$ cat src/rtl/serial_addsub_if.sv
// Request/result bus of the bit-serial add/sub/compare sequencer.
// The sequencer side uses the slave modport; the requester/consumer side uses master.
interface serial_addsub_if #(
  parameter int WIDTH = 8
);
  // Valid/ready rules on both channels: a transfer happens on a rising clock edge
  // where valid and ready are both 1. Once valid is raised, it stays high and its
  // payload stays stable until that transfer. Ready may depend on the other channel.
  logic             start_valid;
  logic             start_ready;
  logic [1:0]       op;
  logic [WIDTH-1:0] a;
  logic [WIDTH-1:0] b;
  logic             res_valid;
  logic             res_ready;
  logic [WIDTH-1:0] result;
  logic             carry_out;
  logic             altb;
  logic             agtb;
  logic             aeqb;
  logic             busy;

  modport master (
    output start_valid, op, a, b, res_ready,
    input  start_ready, res_valid, result, carry_out, altb, agtb, aeqb, busy
  );

  modport slave (
    input  start_valid, op, a, b, res_ready,
    output start_ready, res_valid, result, carry_out, altb, agtb, aeqb, busy
  );
endinterface

$ cat src/rtl/serial_addsub_seq.sv
// Bit-serial add/sub/compare sequencer: one full-adder cell stepped LSB-first for WIDTH cycles.
// Optional macro SERIAL_ADDSUB_B2B_EN lets a new request be accepted in the cycle a result is taken.
module serial_addsub_seq #(
  parameter int WIDTH = 8
) (
  input  logic                clk,
  input  logic                rst,
  serial_addsub_if.slave      bus,
  output logic [1:0]          state_dbg
);

  localparam int CW = $clog2(WIDTH);
  localparam logic [CW-1:0] CNT_LAST = CW'(WIDTH - 1);

  localparam logic [1:0] S_IDLE  = 2'd0;
  localparam logic [1:0] S_SHIFT = 2'd1;
  localparam logic [1:0] S_DONE  = 2'd2;

  logic [1:0]       state_q, state_d;
  logic [CW-1:0]    cnt_q, cnt_d;
  logic [WIDTH-1:0] a_sr_q, a_sr_d;
  logic [WIDTH-1:0] b_sr_q, b_sr_d;
  logic [WIDTH-1:0] acc_q, acc_d;
  logic             carry_q, carry_d;
  logic             is_add_q, is_add_d;
  logic             is_cmp_q, is_cmp_d;
  logic [WIDTH-1:0] result_q, result_d;
  logic             carry_out_q, carry_out_d;
  logic             altb_q, altb_d;
  logic             agtb_q, agtb_d;
  logic             aeqb_q, aeqb_d;

  logic             start_ready;
  logic             accept;
  logic             fa_a, fa_b, fa_sum, fa_cout;
  logic [WIDTH-1:0] acc_next;
  logic             diff_zero;

  `ifdef SERIAL_ADDSUB_B2B_EN
  // Ready in DONE follows res_ready combinationally so a new op can chain without a bubble.
  assign start_ready = (state_q == S_IDLE) | ((state_q == S_DONE) & bus.res_ready);
  `else
  assign start_ready = (state_q == S_IDLE);
  `endif

  assign accept = bus.start_valid & start_ready;

  assign fa_a     = a_sr_q[0];
  assign fa_b     = b_sr_q[0];
  assign fa_sum   = fa_a ^ fa_b ^ carry_q;
  assign fa_cout  = (fa_a & fa_b) | (carry_q & (fa_a ^ fa_b));
  assign acc_next = {fa_sum, acc_q[WIDTH-1:1]};
  assign diff_zero = ~|acc_next;

  always_comb begin
    state_d     = state_q;
    cnt_d       = cnt_q;
    a_sr_d      = a_sr_q;
    b_sr_d      = b_sr_q;
    acc_d       = acc_q;
    carry_d     = carry_q;
    is_add_d    = is_add_q;
    is_cmp_d    = is_cmp_q;
    result_d    = result_q;
    carry_out_d = carry_out_q;
    altb_d      = altb_q;
    agtb_d      = agtb_q;
    aeqb_d      = aeqb_q;

    case (state_q)
      S_SHIFT: begin
        a_sr_d  = a_sr_q >> 1;
        b_sr_d  = b_sr_q >> 1;
        carry_d = fa_cout;
        acc_d   = acc_next;
        cnt_d   = cnt_q + 1'b1;
        if (cnt_q == CNT_LAST) begin
          state_d     = S_DONE;
          cnt_d       = '0;
          result_d    = acc_next;
          // Subtraction runs as a + ~b + 1, so a missing final carry means a borrow.
          carry_out_d = is_add_q ? fa_cout : ~fa_cout;
          altb_d      = is_cmp_q & ~fa_cout;
          aeqb_d      = is_cmp_q & diff_zero;
          agtb_d      = is_cmp_q & fa_cout & ~diff_zero;
        end
      end
      S_DONE: begin
        if (bus.res_ready) begin
          state_d = S_IDLE;
        end
      end
      default: begin
        state_d = S_IDLE;
      end
    endcase

    // Accept can only happen in IDLE, or in DONE while the result is being taken.
    if (accept) begin
      state_d  = S_SHIFT;
      cnt_d    = '0;
      a_sr_d   = bus.a;
      b_sr_d   = (bus.op == 2'b00) ? bus.b : ~bus.b;
      acc_d    = '0;
      carry_d  = (bus.op != 2'b00);
      is_add_d = (bus.op == 2'b00);
      is_cmp_d = bus.op[1];
    end
  end

  always_ff @(posedge clk or negedge rst) begin
    if (!rst) begin
      state_q     <= S_IDLE;
      cnt_q       <= '0;
      a_sr_q      <= '0;
      b_sr_q      <= '0;
      acc_q       <= '0;
      carry_q     <= 1'b0;
      is_add_q    <= 1'b0;
      is_cmp_q    <= 1'b0;
      result_q    <= '0;
      carry_out_q <= 1'b0;
      altb_q      <= 1'b0;
      agtb_q      <= 1'b0;
      aeqb_q      <= 1'b0;
    end else begin
      state_q     <= state_d;
      cnt_q       <= cnt_d;
      a_sr_q      <= a_sr_d;
      b_sr_q      <= b_sr_d;
      acc_q       <= acc_d;
      carry_q     <= carry_d;
      is_add_q    <= is_add_d;
      is_cmp_q    <= is_cmp_d;
      result_q    <= result_d;
      carry_out_q <= carry_out_d;
      altb_q      <= altb_d;
      agtb_q      <= agtb_d;
      aeqb_q      <= aeqb_d;
    end
  end

  assign bus.start_ready = start_ready;
  assign bus.res_valid   = (state_q == S_DONE);
  assign bus.busy        = (state_q != S_IDLE);
  assign bus.result      = result_q;
  assign bus.carry_out   = carry_out_q;
  assign bus.altb        = altb_q;
  assign bus.agtb        = agtb_q;
  assign bus.aeqb        = aeqb_q;
  assign state_dbg       = state_q;

endmodule

$ cat src/flat_wrapper.sv
// flat-port wrapper written by rule: the top's interface ports become plain ports
module serial_addsub_seq_flat 
#(
  parameter int WIDTH = 8
)
  (clk, rst, state_dbg, bus_start_valid, bus_op, bus_a, bus_b, bus_res_ready, bus_start_ready, bus_res_valid, bus_result, bus_carry_out, bus_altb, bus_agtb, bus_aeqb, bus_busy);
  serial_addsub_if #(.WIDTH(WIDTH)) bus_i ();
  input  logic clk;
  input  logic rst;
  output logic [1:0] state_dbg;
  input wire logic [$bits(bus_i.start_valid)-1:0] bus_start_valid;
  input wire logic [$bits(bus_i.op)-1:0] bus_op;
  input wire logic [$bits(bus_i.a)-1:0] bus_a;
  input wire logic [$bits(bus_i.b)-1:0] bus_b;
  input wire logic [$bits(bus_i.res_ready)-1:0] bus_res_ready;
  output wire logic [$bits(bus_i.start_ready)-1:0] bus_start_ready;
  output wire logic [$bits(bus_i.res_valid)-1:0] bus_res_valid;
  output wire logic [$bits(bus_i.result)-1:0] bus_result;
  output wire logic [$bits(bus_i.carry_out)-1:0] bus_carry_out;
  output wire logic [$bits(bus_i.altb)-1:0] bus_altb;
  output wire logic [$bits(bus_i.agtb)-1:0] bus_agtb;
  output wire logic [$bits(bus_i.aeqb)-1:0] bus_aeqb;
  output wire logic [$bits(bus_i.busy)-1:0] bus_busy;
  assign bus_i.start_valid = bus_start_valid;
  assign bus_i.op = bus_op;
  assign bus_i.a = bus_a;
  assign bus_i.b = bus_b;
  assign bus_i.res_ready = bus_res_ready;
  assign bus_start_ready = bus_i.start_ready;
  assign bus_res_valid = bus_i.res_valid;
  assign bus_result = bus_i.result;
  assign bus_carry_out = bus_i.carry_out;
  assign bus_altb = bus_i.altb;
  assign bus_agtb = bus_i.agtb;
  assign bus_aeqb = bus_i.aeqb;
  assign bus_busy = bus_i.busy;
  serial_addsub_seq #(.WIDTH(WIDTH)) u_core (.clk(clk), .rst(rst), .bus(bus_i), .state_dbg(state_dbg));
endmodule
$ cat config.mk
export PLATFORM = sky130hd
export DESIGN_NAME = serial_addsub_seq_flat
export DESIGN_NICKNAME = d
export VERILOG_FILES = /design/src/rtl/serial_addsub_if.sv /design/src/rtl/serial_addsub_seq.sv /design/src/flat_wrapper.sv
export SDC_FILE = /design/constraint.sdc
export NUM_CORES = 1
export LEC_CHECK = 0
export BUFFER_PORTS_ARGS = -buffer_cell sky130_fd_sc_hd__buf_2
export CORE_MARGIN = 3
export CORE_UTILIZATION = 45
export CTS_BUF_LIST = sky130_fd_sc_hd__clkbuf_2
export DETAILED_ROUTE_END_ITERATION = 8
export PLACE_DENSITY = 0.75
export RECOVER_POWER = 50
export SLEW_MARGIN = 5
export SYNTH_ARGS = -nofsm -noshare
export SYNTH_HDL_FRONTEND = slang
export SYNTH_SLANG_ARGS = --single-unit
$ cat constraint.sdc
create_clock -name clk -period 2.21 [get_ports clk]
set_clock_uncertainty 0.2 [all_clocks]
set_input_delay 0.221 -clock clk [delete_from_list [all_inputs] [get_ports clk]]
set_output_delay 0.221 -clock clk [all_outputs]
set_load 0.01 [all_outputs]
==> flow_metrics.env <==
export IMPL_power_leakage_nw=1.268
export IMPL_ctsHoldBuffers=20
export IMPL_grt_busiest_layer="met2"
export IMPL_die_w_um=71.59
export IMPL_start_kind="flip-flop"
export IMPL_synth_ff_type="dfrtp_1"
export IMPL_yosysTopAreaCell="dfrtp_1"
export IMPL_period_share_pct=85.41
export IMPL_coreArea_um2=4086
export IMPL_grt_overflow=0
export IMPL_setup_viol=0
export IMPL_drv_cap=0
export IMPL_cts_max_path_buffers=2
export IMPL_slew_violations=0
export IMPL_chipHeight_um=71.59
export IMPL_synth_net_count=200
export IMPL_period_minus_slack_ps=1887
export IMPL_fin_nets=262
export IMPL_initial_core_util_pct=47.37
export IMPL_numCtsBuffers=5
export IMPL_ctsHtreeMaxLevel=2
export IMPL_tns_ps=0
export IMPL_cp_required_ps=2320
export IMPL_tightestPinTransition_ps=1034
export IMPL_syn_inst=175
export IMPL_fin_util_pct=58.85
export IMPL_place_gp_congestion=0.8085
export IMPL_path_clk_slew_ps=190
export IMPL_grt_start_max_net_pins=44
export IMPL_worstPathCellList="fa_1 -> nor4_1 -> a211oi_1 -> a21o_1"
export IMPL_end_kind="flip-flop"
export IMPL_place_port_buffers=38
export IMPL_synth_area_um2=1936
export IMPL_drtAntennaViolNets=0
export IMPL_relSlewSlack_pct=31.04
export IMPL_max_freq_mhz=529.8
export IMPL_synth_area_leaders="dfrtp_1, nand2_1, mux2i_1"
export IMPL_ys_ff_latch=43
export IMPL_antenna_found_initial=0
export IMPL_insertedDiodeCount=0
export IMPL_cts_setup_buffers=0
export IMPL_synth_seq_area_share_pct=55.59
export IMPL_area_delta_synth_final_pct=24.24
export IMPL_gr_usage_met1_pct=21.18
export IMPL_routedWlPerCell_um=13.50
export IMPL_drtIter0Drc=90
export IMPL_fin_hold_ws_ps=68.88
export IMPL_synth_edff_count=0
export IMPL_synth_top_area_share_pct=55.59
export IMPL_dp_hpwl_um=2514
export IMPL_cts_sinks=43
export IMPL_slowest_stage="fa_1"
export IMPL_routed_via_density=5.038
export IMPL_wirelength_um=3875
export IMPL_first_global_vias=1487
export IMPL_route_detailed_drc=0
export IMPL_peakVddDrop_mv=0.5300
export IMPL_io_pins=39
export IMPL_cts_tree="done"
export IMPL_layout_common_cells="nand2_1, dfrtp_1, buf_2, dlygate4sd3_1, mux2i_1"
export IMPL_final_common_cell="nand2_1"
export IMPL_status="complete, no violations"
export IMPL_avgSynthCellArea_um2=11.06
export IMPL_grt_use_met3_pct=3.927
export IMPL_cts_resized=0
export IMPL_path_class="flip-flop to flip-flop"
export IMPL_vias=1446
export IMPL_cp_max_fo=3
export IMPL_num_rows=23
export IMPL_hold_viol_final=0
export IMPL_cp_arrival_ps=2000
export IMPL_rsz0062_at_grt="no"
export IMPL_grt_pass1_wl_um=6782
export IMPL_ys_types=28
export IMPL_ys_warn_count=0
export IMPL_powerDensity_nw_per_um2=1167
export IMPL_hold_path_class="primary input to flip-flop"
export IMPL_clock_root_buffer="clkbuf_2"
export IMPL_slowest_delay_ps=520
export IMPL_grt_usage_pct=17.10
export IMPL_die_area_um2=5124
export IMPL_ys_async_sr_fraction_pct=100.0
export IMPL_layout_drive_gt1_share_pct=22.36
export IMPL_clkLatencyLatePin_ps=390
export IMPL_use_met2_pct=28.67
export IMPL_dr_pass1_iters=4
-- report_power, final --
part           switching (mW)  leakage (nW)  internal (mW)
sequential              0.231         0.551           1.11
clock                   0.231        0.0262         0.0669
combinational           0.621         0.691          0.546
-- worst paths after layout --
| path | endpoint | slack, ps | depth (start not counted) | from |
|---|---|---|---|---|
| worst max-delay path | u_core.bus.agtb$_DFFE_PN0P_ | 320 | 4 | u_core.carry_q$_DFFE_PN0P_ |
| worst min-delay path | u_core.a_sr_q[2]$_DFFE_PN0P_ | 70 | 5 | bus_start_valid |
| worst max register to register | u_core.bus.agtb$_DFFE_PN0P_ | 320 | 4 | u_core.carry_q$_DFFE_PN0P_ |
| worst min register to register | u_core.bus.altb$_DFFE_PN0P_ | 310 | 2 | u_core.bus.altb$_DFFE_PN0P_ |
| max in group asynchronous | u_core.b_sr_q[2]$_DFFE_PN0P_ | 780 | 3 | rst |
| min in group asynchronous | u_core.bus.result[4]$_DFFE_PN0P_ | 380 | 3 | rst |
-- per-stage QoR --
step | power (mW) | cells | setup WS [ps] | instance area, um^2
floorplan | 2.163 | 175 | 415.6 | 1936
global placement | 2.492 | 260 | 369.9 | 2183
detailed placement | 2.533 | 260 | 333.1 | 2183
CTS | 2.853 | 287 | 319.3 | 2417
global route | 3.069 | 287 | 213.0 | 2405
finish | 2.807 | 287 | 322.5 | 2405
-- worst max-delay path: cells and delay by family, from the launching register on --
| kind | cells | cell delay (ps) |
|---|---|---|
| adder cells (fa/ha/maj) | 1 | 520 |
| flip-flops | 1 | 440 |
| AND/OR/NAND/NOR | 1 | 360 |
| AO/OA/AOI/OAI | 2 | 300 |
-- synthesized netlist by cell type, drive strengths merged, types with 2 or more instances --
master and instances:
a22oi 7, o21ai 6, mux2i 14, nor4 2, nor2 3, dfrtp 43
xor2 9, nand2b 3, nand3 12, mux2 8, buf 8, ha 2
nand2 45, inv 2
-- state kept, by name, summed over array words and instances, names as in the netlist --
name and flops:
u_core.bus.agtb 1, u_core.cnt_q 3, u_core.bus.aeqb 1, u_core.acc_q 7, u_core.bus.carry_out 1, u_core.carry_q 1, u_core.bus.result 8, u_core.bus.altb 1
u_core.is_cmp_q 1, u_core.state_dbg 2, u_core.a_sr_q 8, u_core.b_sr_q 8, u_core.is_add_q 1
-- kinds of logic (layout without fill, tap and decap cells) --
logic type | after synthesis | after routing | share of synthesized area [%]
AND/OR/NAND/NOR | 69 | 69 | 16.16
flip-flops | 43 | 43 | 55.59
multiplexers | 22 | 22 | 11.89
AO/OA/AOI/OAI | 18 | 18 | 6.335
buffers and inverters | 11 | 73 | 3.620
XOR/XNOR | 9 | 9 | 4.073
adder cells (fa/ha/maj) | 3 | 3 | 2.327
-- layer usage --
metal | wire length [um] | up-vias
met3 | 220 | 7
met1 | 1737 | 675
li1 | - | 720
met5 | 0 | -
met4 | 45 | 0
met2 | 1871 | 44
-- layout make-up --
cell class                      count  area [um^2]
Timing Repair Buffer               64        435.4
Multi-Input combinational cell    121        789.5
Fill cell                         352         1682
Tap cell                           50        62.56
Clock buffer                        5        25.02
Inverter                            2        7.507
Clock inverter                      2        8.758
Sequential cell                    43         1076
(Power assumes the default switching activity.)
